===== src/rtl/vga_rx640x480_if.sv =====
// Bundle of video inputs (syncs, colours) and decoded-row outputs for vga_rx640x480.
interface vga_rx640x480_if;
  logic        hsync;
  logic        vsync;
  logic [3:0]  red;
  logic [3:0]  green;
  logic [3:0]  blue;
  logic        locked;
  logic        sync_err;
  logic        row_valid;
  logic [7:0]  row_data;
  logic [63:0] row_word;
  logic [9:0]  row_index;
  logic        row_err;
  logic        frame_done;

  modport master (
    output hsync, vsync, red, green, blue,
    input  locked, sync_err, row_valid, row_data, row_word, row_index, row_err, frame_done
  );

  modport slave (
    input  hsync, vsync, red, green, blue,
    output locked, sync_err, row_valid, row_data, row_word, row_index, row_err, frame_done
  );
endinterface


===== src/rtl/vga_rx640x480.sv =====
// Locks onto 640x480 VGA sync timing and decodes one byte per active line from red/blue
// column colours. Define VGA_RX_MAJORITY_EN for 2-of-3 voting around each column centre.
module vga_rx640x480 #(
  parameter int HPIXELS   = 800,
  parameter int VLINES    = 525,
  parameter int HACTIVE   = 640,
  parameter int VACTIVE   = 480,
  parameter int HSYNC_END = 752,
  parameter int VSYNC_END = 492,
  parameter int COLW      = 80
) (
  input  logic           dclk,
  input  logic           clr,
  vga_rx640x480_if.slave vif
);
  localparam int         NCOL       = HACTIVE / COLW;
  localparam logic [9:0] H_LAST     = 10'(HPIXELS - 1);
  localparam logic [9:0] V_LAST     = 10'(VLINES - 1);
  localparam logic [9:0] H_ACT      = 10'(HACTIVE);
  localparam logic [9:0] V_ACT      = 10'(VACTIVE);
  localparam logic [9:0] V_LAST_ROW = 10'(VACTIVE - 1);
  localparam logic [9:0] HS_END     = 10'(HSYNC_END);
  localparam logic [9:0] VS_END     = 10'(VSYNC_END);
  localparam logic [9:0] HS_NEXT    = (HSYNC_END == HPIXELS - 1) ? 10'd0 : 10'(HSYNC_END + 1);

  typedef enum logic [1:0] {IDLE, H_ACQ, V_ACQ, LOCKED} state_t;
  state_t state, next_state;

  logic       hsync_p1, vsync_p1, red_p1, blue_p1;
  logic       hsync_p2, vsync_p2;
  logic [9:0] rx_hc, rx_vc, hc_next, vc_next;
  logic       hs_edge, vs_edge, h_bad, v_bad;
  logic       locked_c, sync_err_c, stay_locked, row_fire, line_ok, active_v;
  logic [1:0] dec_p1;
  logic [7:0] col_bits;
  logic       row_flag;
  logic       row_valid_q, frame_done_q, sync_err_q, row_err_q;
  logic [7:0] row_data_q;
  logic [9:0] row_index_q;
  logic       unused_bits;

  // Only the colour MSBs carry information; green is not used at all.
  assign unused_bits = ^{vif.green, vif.red[2:0], vif.blue[2:0]};

  // Returns {invalid, bit}: red-only is 1, blue-only is 0, anything else is invalid.
  function automatic logic [1:0] decide(input logic r, input logic b);
    logic [1:0] d;
    d = 2'b10;
    if (r && !b) d = 2'b01;
    if (!r && b) d = 2'b00;
    return d;
  endfunction

  function automatic logic at_col(input logic [9:0] hc, input int off);
    logic hit;
    hit = 1'b0;
    for (int k = 0; k < NCOL; k++)
      if (int'(hc) == COLW * k + COLW / 2 + off) hit = 1'b1;
    return hit;
  endfunction

  // Stage 1: input registers; stage 2: delayed sync copies for edge detection
  always_ff @(posedge dclk or posedge clr) begin
    if (clr) begin
      hsync_p1 <= 1'b1;
      vsync_p1 <= 1'b1;
      red_p1   <= 1'b0;
      blue_p1  <= 1'b0;
      hsync_p2 <= 1'b1;
      vsync_p2 <= 1'b1;
    end else begin
      hsync_p1 <= vif.hsync;
      vsync_p1 <= vif.vsync;
      red_p1   <= vif.red[3];
      blue_p1  <= vif.blue[3];
      hsync_p2 <= hsync_p1;
      vsync_p2 <= vsync_p1;
    end
  end

  assign hs_edge  = hsync_p1 & ~hsync_p2;
  assign vs_edge  = vsync_p1 & ~vsync_p2;
  assign dec_p1   = decide(red_p1, blue_p1);
  assign active_v = (rx_vc < V_ACT);
  assign h_bad    = hs_edge ^ (rx_hc == HS_END);
  assign v_bad    = vs_edge ^ ((rx_vc == VS_END) && (rx_hc == '0));
  assign hc_next  = (rx_hc == H_LAST) ? '0 : rx_hc + 10'd1;
  assign vc_next  = (rx_hc != H_LAST) ? rx_vc : ((rx_vc == V_LAST) ? '0 : rx_vc + 10'd1);

  // rx_hc names the column held in stage 1; a reload makes the edge cycle itself read
  // HSYNC_END (or column 0 for vsync), so the register takes the following value.
  always_ff @(posedge dclk or posedge clr) begin
    if (clr) begin
      rx_hc <= '0;
      rx_vc <= '0;
    end else if (vs_edge && !locked_c) begin
      rx_hc <= 10'd1;
      rx_vc <= VS_END;
    end else if (hs_edge && !locked_c) begin
      rx_hc <= HS_NEXT;
    end else begin
      rx_hc <= hc_next;
      rx_vc <= vc_next;
    end
  end

  always_ff @(posedge dclk or posedge clr) begin
    if (clr) state <= IDLE;
    else     state <= next_state;
  end

  always_comb begin
    next_state = state;
    case (state)
      IDLE:    if (hs_edge) next_state = H_ACQ;
      H_ACQ:   if (hs_edge) next_state = (rx_hc == HS_END) ? V_ACQ : IDLE;
      V_ACQ:   if (vs_edge) next_state = LOCKED;
      LOCKED:  if (h_bad || v_bad) next_state = IDLE;
      default: next_state = IDLE;
    endcase
  end

  always_comb begin
    locked_c    = (state == LOCKED);
    sync_err_c  = locked_c && (h_bad || v_bad);
    stay_locked = locked_c && (next_state == LOCKED);
  end

`ifdef VGA_RX_MAJORITY_EN
  logic vote_a, vote_b;

  always_ff @(posedge dclk or posedge clr) begin
    if (clr) begin
      col_bits <= '0;
      row_flag <= 1'b0;
      vote_a   <= 1'b0;
      vote_b   <= 1'b0;
    end else if (rx_hc == '0) begin
      col_bits <= '0;
      row_flag <= 1'b0;
    end else if (active_v) begin
      if (at_col(rx_hc, -1)) begin
        vote_a   <= dec_p1[0];
        row_flag <= row_flag | dec_p1[1];
      end else if (at_col(rx_hc, 0)) begin
        vote_b   <= dec_p1[0];
        row_flag <= row_flag | dec_p1[1];
      end else if (at_col(rx_hc, 1)) begin
        col_bits <= {col_bits[6:0], (vote_a & vote_b) | (vote_a & dec_p1[0]) | (vote_b & dec_p1[0])};
        row_flag <= row_flag | dec_p1[1];
      end
    end
  end
`else
  always_ff @(posedge dclk or posedge clr) begin
    if (clr) begin
      col_bits <= '0;
      row_flag <= 1'b0;
    end else if (rx_hc == '0) begin
      col_bits <= '0;
      row_flag <= 1'b0;
    end else if (active_v && at_col(rx_hc, 0)) begin
      col_bits <= {col_bits[6:0], dec_p1[0]};
      row_flag <= row_flag | dec_p1[1];
    end
  end
`endif

  // A row is published only if lock held from column 0 through the end of the active area.
  assign row_fire = stay_locked && line_ok && active_v && (rx_hc == H_ACT);

  always_ff @(posedge dclk or posedge clr) begin
    if (clr) begin
      line_ok      <= 1'b0;
      sync_err_q   <= 1'b0;
      row_valid_q  <= 1'b0;
      frame_done_q <= 1'b0;
      row_data_q   <= '0;
      row_index_q  <= '0;
      row_err_q    <= 1'b0;
    end else begin
      line_ok      <= stay_locked && ((rx_hc == '0) || line_ok);
      sync_err_q   <= sync_err_c;
      row_valid_q  <= row_fire;
      frame_done_q <= row_fire && (rx_vc == V_LAST_ROW);
      if (row_fire) begin
        row_data_q  <= col_bits;
        row_index_q <= rx_vc;
        row_err_q   <= row_flag;
      end
    end
  end

  assign vif.locked     = locked_c;
  assign vif.sync_err   = sync_err_q;
  assign vif.row_valid  = row_valid_q;
  assign vif.frame_done = frame_done_q;
  assign vif.row_data   = row_data_q;
  assign vif.row_word   = {row_data_q, 56'b0};
  assign vif.row_index  = row_index_q;
  assign vif.row_err    = row_err_q;
endmodule


===== src/flat_wrapper.sv =====
// flat-port wrapper written by rule: the top's interface ports become plain ports
module vga_rx640x480_flat 
#(
  parameter int HPIXELS   = 800,
  parameter int VLINES    = 525,
  parameter int HACTIVE   = 640,
  parameter int VACTIVE   = 480,
  parameter int HSYNC_END = 752,
  parameter int VSYNC_END = 492,
  parameter int COLW      = 80
)
  (dclk, clr, vif_hsync, vif_vsync, vif_red, vif_green, vif_blue, vif_locked, vif_sync_err, vif_row_valid, vif_row_data, vif_row_word, vif_row_index, vif_row_err, vif_frame_done);
  vga_rx640x480_if vif_i ();
  input  logic dclk;
  input  logic clr;
  input wire logic [$bits(vif_i.hsync)-1:0] vif_hsync;
  input wire logic [$bits(vif_i.vsync)-1:0] vif_vsync;
  input wire logic [$bits(vif_i.red)-1:0] vif_red;
  input wire logic [$bits(vif_i.green)-1:0] vif_green;
  input wire logic [$bits(vif_i.blue)-1:0] vif_blue;
  output wire logic [$bits(vif_i.locked)-1:0] vif_locked;
  output wire logic [$bits(vif_i.sync_err)-1:0] vif_sync_err;
  output wire logic [$bits(vif_i.row_valid)-1:0] vif_row_valid;
  output wire logic [$bits(vif_i.row_data)-1:0] vif_row_data;
  output wire logic [$bits(vif_i.row_word)-1:0] vif_row_word;
  output wire logic [$bits(vif_i.row_index)-1:0] vif_row_index;
  output wire logic [$bits(vif_i.row_err)-1:0] vif_row_err;
  output wire logic [$bits(vif_i.frame_done)-1:0] vif_frame_done;
  assign vif_i.hsync = vif_hsync;
  assign vif_i.vsync = vif_vsync;
  assign vif_i.red = vif_red;
  assign vif_i.green = vif_green;
  assign vif_i.blue = vif_blue;
  assign vif_locked = vif_i.locked;
  assign vif_sync_err = vif_i.sync_err;
  assign vif_row_valid = vif_i.row_valid;
  assign vif_row_data = vif_i.row_data;
  assign vif_row_word = vif_i.row_word;
  assign vif_row_index = vif_i.row_index;
  assign vif_row_err = vif_i.row_err;
  assign vif_frame_done = vif_i.frame_done;
  vga_rx640x480 #(.HPIXELS(HPIXELS), .VLINES(VLINES), .HACTIVE(HACTIVE), .VACTIVE(VACTIVE), .HSYNC_END(HSYNC_END), .VSYNC_END(VSYNC_END), .COLW(COLW)) u_core (.dclk(dclk), .clr(clr), .vif(vif_i));
endmodule

===== config.mk =====
export PLATFORM = sky130hd
export DESIGN_NAME = vga_rx640x480_flat
export DESIGN_NICKNAME = d
export VERILOG_FILES = /design/src/rtl/vga_rx640x480_if.sv /design/src/rtl/vga_rx640x480.sv /design/src/flat_wrapper.sv
export SDC_FILE = /design/constraint.sdc
export NUM_CORES = 1
export LEC_CHECK = 0
export BUFFER_PORTS_ARGS = -buffer_cell sky130_fd_sc_hd__buf_4
export CAP_MARGIN = 20
export CORE_UTILIZATION = 36
export CTS_CLUSTER_DIAMETER = 60
export DETAILED_ROUTE_END_ITERATION = 16
export PLACE_DENSITY = 0.7
export SYNTH_ARGS = -nofsm -noshare
export SYNTH_HDL_FRONTEND = slang
export SYNTH_SLANG_ARGS = --single-unit

===== constraint.sdc =====
create_clock -name dclk -period 2.7 [get_ports dclk]
set_clock_uncertainty 0.1 [all_clocks]
set_input_delay 0.81 -clock dclk [delete_from_list [all_inputs] [get_ports dclk]]
set_output_delay 0.81 -clock dclk [all_outputs]
set_load 0.01 [all_outputs]

======== Word level (Yosys, flattened, before mapping) ========
Cells that the tools add are included.
word-level totals
  register bits after elaboration ......... 60
  logic and storage cells ................. 99
cells by class
  $add $sub $neg .......................... 2
  $lt $le $gt $ge ......................... 1
  equal/unequal tests ..................... 21
  mux-type cells .......................... 28
  bitwise gates (word level) .............. 7
  reductions and logical operators ........ 22
operators by type and width
  kind                                                  number
  == test 10 bit (second input constant)                9
  two-way mux 10 bit                                    7
  == test 10 x 9 -> 1 bit (second input constant)       3
  adder 10 x 1 -> 10 bit (second input constant)        2
  two-way mux 8 bit                                     2
  two-way mux 2 bit                                     7
  logical AND 1 bit                                     13
  two-way mux 1 bit                                     11
  == test 10 x 7 -> 1 bit (second input constant)       1
  == test 10 x 8 -> 1 bit (second input constant)       1
  zero test 10 bit                                      1
  < comparator 10 x 9 -> 1 bit (second input constant)  1
  != test 10 bit (second input constant)                1
  case mux 2 bit (4 select lines)                       1
  == test 2 bit (second input constant)                 3
  zero test 1 bit                                       3
  bitwise AND 1 bit                                     2
  == test 2 x 1 -> 1 bit (second input constant)        1
  zero test 2 bit                                       1
  logical OR 1 bit                                      2
  != test 2 x 1 -> 1 bit (second input constant)        1
  != test 2 bit (second input constant)                 1
  inverter 1 bit                                        2
  AND reduction 2 bit                                   1
  3 further kinds                                       4

======== Depth between registers and ports, before layout ========
  depth in word-level cells ............... 13
  depth in mapped cells ................... 9
  depth with buffers taken out ............ 7

======== Worst setup path before layout ========
OpenSTA, ideal clock, no wires.
  path kind ............................... register to register
  start ................................... reg u_core.rx_hc[0]
  end ..................................... reg u_core.row_data_q[0], in the netlist u_core.vif.row_data[0]
  setup time .............................. 0.125 ns
  data arrival time ....................... 2.450 ns
  setup slack ............................. 0.025 ns
  stages on the path, launching flop included .. 10
  path buffers ............................ 2
  period minus slack after synthesis ...... 2.675 ns
  cells stage by stage .................... dfrtp_1 > inv_1 > ha_1 > nor4b_4 > nand3_2 > buf_6 > o21a_4 > nor4_4 > buf_6 > mux2_4
between the ends
  word-level cells in the longest chain between the ends .. 11
ends and longest elaborated chain
  what                             RTL line              RTL
  start, declared                  vga_rx640x480.sv:31   logic [9:0] rx_hc, rx_vc, hc_next, vc_next;
  start signal, assigned           vga_rx640x480.sv:102  rx_hc <= hc_next;
  zero test 10 bit                 vga_rx640x480.sv:86   assign v_bad = vs_edge ^ ((rx_vc == VS_END) && (rx_hc == '0));
  logical AND 1 bit                vga_rx640x480.sv:86
  bitwise XOR 1 bit                vga_rx640x480.sv:86
  logical OR 1 bit                 vga_rx640x480.sv:118  LOCKED: if (h_bad || v_bad) next_state = IDLE;
  two-way mux 2 bit                vga_rx640x480.sv:118
  case mux 2 bit (4 select lines)  vga_rx640x480.sv:114  case (state)
  == test 2 bit                    vga_rx640x480.sv:126  stay_locked = locked_c && (next_state == LOCKED);
  logical AND 1 bit                vga_rx640x480.sv:126
  logical AND 1 bit (2 in series)  vga_rx640x480.sv:170  assign row_fire = stay_locked && line_ok && active_v && (rx_hc == H_ACT);
  logical AND 1 bit (*)            vga_rx640x480.sv:170
  end signal, assigned             vga_rx640x480.sv:187  row_data_q <= col_bits;
  end, declared                    vga_rx640x480.sv:38   logic [7:0] row_data_q;
Mark *: on every way between the ends. The rest lies on a longest branch, timed or not.
A chain may end at the register's enable or synchronous reset.

======== Worst setup path in the final report ========
  start ................................... reg u_core.rx_vc[0]
  end ..................................... reg u_core.row_index_q[6], in the netlist u_core.vif.row_index[6]
between the ends
  word-level cells in the longest chain between the ends .. 11
ends and longest elaborated chain
  what                                 RTL line              RTL
  start, declared                      vga_rx640x480.sv:31
  start signal, assigned               vga_rx640x480.sv:103  rx_vc <= vc_next;
  == test 10 x 9 -> 1 bit              vga_rx640x480.sv:86
  logical AND 1 bit                    vga_rx640x480.sv:86
  bitwise XOR 1 bit                    vga_rx640x480.sv:86
  logical OR 1 bit                     vga_rx640x480.sv:118
  two-way mux 2 bit                    vga_rx640x480.sv:118
  case mux 2 bit (4 select lines)      vga_rx640x480.sv:114
  == test 2 bit                        vga_rx640x480.sv:126
  logical AND 1 bit                    vga_rx640x480.sv:126
  logical AND 1 bit                    vga_rx640x480.sv:170
  logical AND 1 bit (*) (2 in series)  vga_rx640x480.sv:170
  end signal, assigned                 vga_rx640x480.sv:188  row_index_q <= rx_vc;
  end, declared                        vga_rx640x480.sv:39   logic [9:0] row_index_q;
Marked as above.

==> reports/metrics.cfg <==
[timing]
hold_violations = 0
fmax_ghz = 0.382
tightest_slew_ns = 0.895
min_period_ns = 2.62
fin_tns_setup_ns = 0
holdWs_ns = 0.265
period_share = 0.969
rsz0062_at_grt = true
slew_headroom = 0.400
finalMaxSlewViolations = 0
setup_violations = 0

[worst_setup_path]
end_kind = flip-flop
crit_fanout = 10
cp-startpoint = u_core.rx_vc[0]
start_kind = flip-flop
reg2reg_from = u_core.rx_vc[0]
worstSetupPathType = reg -> reg
cp.required_ns = 2.82
arrival_ns = 2.73

[global_routing]
antenna_found_initial = 0
grt_use_met2 = 0.206
grt_pass1_wl_um = 10500
grt_busiest_layer = met2
grt_max_degree = 49
use_met3 = 0.0337
grt_pass1_vias = 2137
grt_use_total = 0.135
grt_util_met1 = 0.184
grt-ovfl-total = 0

[power_and_ir_drop]
power.density_nw_per_um2 = 506
p_leak_nw = 1.85
finalPower_mw = 1.93
ir_drop_v = 0.000223

[routing]
drtAntennaViolNets = 0
drc = 0
wl_um = 5900
routedWlPerCell_um = 11.8
vias = 2266
drtIter0Drc = 115
first_pass_iters = 4
via_per_inst = 4.53

[finish]
seqCellArea_um2 = 1510
nNetsFinal = 387
syn_to_final_growth_pct = 11.6
multi_input_area_um2 = 1540
antenna_cells = 0
drive_above_1_share = 0.259
utilization = 0.413
nFillCells = 881
design_area_um2 = 3820

[cts]
clkTransAtPathRegs_ns = 0.07
cts.sinks = 60
clkLatencyLatePin_ns = 0.33
cts_root_buf = clkbuf_8
cts_max_path_buffers = 2
numCtsBuffers = 9
cts_hold_buf = 0
htreeDepth = 3
cts_tree = built

[placed_design]
portBuffers = 36
gp_congestion = 0.840
placed_cell_area_um2 = 3620
hpwl_um = 4320

[yosys]
yosys.area.top_type = dfrtp_1
synth_area_um2 = 3420
syn_inst = 326
ys_warn_count = 0
ys.flop_type = dfrtp_1
synth-edff-count = 0
synth_area_leaders = dfrtp_1 41%, buf_4 14%, mux2_4 4.0%
async_flop_share = 1.00
synth-seq-cells = 60
synth_seq_area_share = 0.440
yosysTopAreaCellShare = 0.410
ys_types = 53
avgSynthCellArea_um2 = 10.5

[die]
initial_core_util = 0.370
die_area_um2 = 9900
dieHeight_um = 99.5
fp-row-count = 35
core_um2 = 9240
die_w_um = 99.5
ioPinCount = 103

[hold_path]
hp-start = u_core.hsync_p1
hp-class = reg -> reg

[run]
maxCapViolations = 0

[status]
status = finished, final reports clean

-- cell usage after synthesis, drive strengths merged, types with 7 or more instances --
cell type  instances
o21ai             11
inv               13
mux2i              7
a21oi             10
buf               68
mux2              20
nand2             25
nor2              13
nand3             11
dfrtp             56
-- where the power goes --
part           total [mW]  internal [mW]  switching [mW]
combinational       0.187         0.0689           0.118
clock               0.764          0.411           0.353
sequential          0.978          0.931          0.0479
total                1.93           1.41           0.519
-- sequential cells by signal (all words and copies together) (netlist names) --
signal                 flops
u_core.vsync_p2            1
u_core.vif.row_index      10
u_core.line_ok             1
u_core.hsync_p1            1
u_core.rx_vc              10
u_core.rx_hc              10
u_core.vif.row_valid       1
u_core.vif.row_data        8
u_core.vif.row_err         1
u_core.col_bits            8
u_core.hsync_p2            1
u_core.vif.sync_err        1
u_core.blue_p1             1
u_core.row_flag            1
u_core.red_p1              1
u_core.vif.frame_done      1
u_core.state               2
u_core.vsync_p1            1
-- final timing paths --
| check | slack [ns] | to | depth (start not counted) |
|---|---|---|---|
| min | 0.26 | u_core.hsync_p2 | 0 |
| max in group asynchronous | 1.56 | u_core.vsync_p1 | 3 |
| min reg2reg | 0.26 | u_core.hsync_p2 | 0 |
| max | 0.08 | u_core.vif.row_index[6] | 8 |
| max reg2reg | 0.08 | u_core.vif.row_index[6] | 8 |
| min in group asynchronous | 0.32 | u_core.rx_hc[5] | 2 |
-- worst max-delay path: stages, from the launching register on --
cell and delay [ns]:
dfrtp_1 0.42, inv_1 0.10, ha_1 0.15, nand4b_1 0.13, or4_4 0.45, o21a_4 0.23
nor4_4 0.30, buf_4 0.26, mux2_2 0.35
-- stage by stage --
step           cells  setup slack, ns
2_1_floorplan    381           0.0251
3_3_place_gp     484            0.101
3_5_place_dp     484           0.0775
4_1_cts          500           0.0710
5_1_grt          500          -0.0340
6_report         500           0.0847
-- layout by cell type (no fill, tap or decap), types with 2 or more instances in the layout --
cell,instances
conb_1,56
dfrtp_1,56
buf_4,46
nand2_1,24
nor2_1,13
inv_1,12
clkbuf_8,12
mux2_2,11
o21ai_0,10
a21oi_1,10
nand3_1,10
mux2_4,9
mux2i_1,7
nor3_1,6
xnor2_1,6
xor2_1,6
nor2b_1,6
o311ai_0,6
nand4_1,5
and3_1,5
ha_1,5
dfstp_2,4
nand4bb_1,3
a31oi_1,3
nand2b_1,3
and4_1,3
clkinvlp_4,3
nor4_1,2
and2_1,2
nand3b_1,2
or3_1,2
-- layout make-up --
type                    count  share of cell area
flip-flops and latches     60               0.395
multi-input cells         235               0.403
clock buffers              12              0.0433
clock inverters             4             0.00819
well taps                 129              0.0423
inverters                  13              0.0128
repair buffers             47              0.0957
-- logic make-up after synthesis --
| logic type | share of synthesized area |
|---|---|
| buffers and inverters | 0.170 |
| adders and majority gates | 0.0183 |
| xor gates and xnor gates | 0.0307 |
| and+or+nand+nor | 0.171 |
| DFF | 0.440 |
| muxes | 0.0962 |
| other | 0.00110 |
| AOI/OAI and AO/OA | 0.0721 |
-- per-layer routing --
metal,wire length (um),up-vias
li1,-,1087
met1,2780,1091
met2,2740,82
met3,303,6
met4,70,0
met5,0,-
-- what timing repair did --
item / in CTS / in global routing
endpoints found under the setup margin: 0 / 9
gates resized for setup: 0 / 0
setup buffers: 0 / 0
Note: power is estimated with default switching activity, not from simulation.
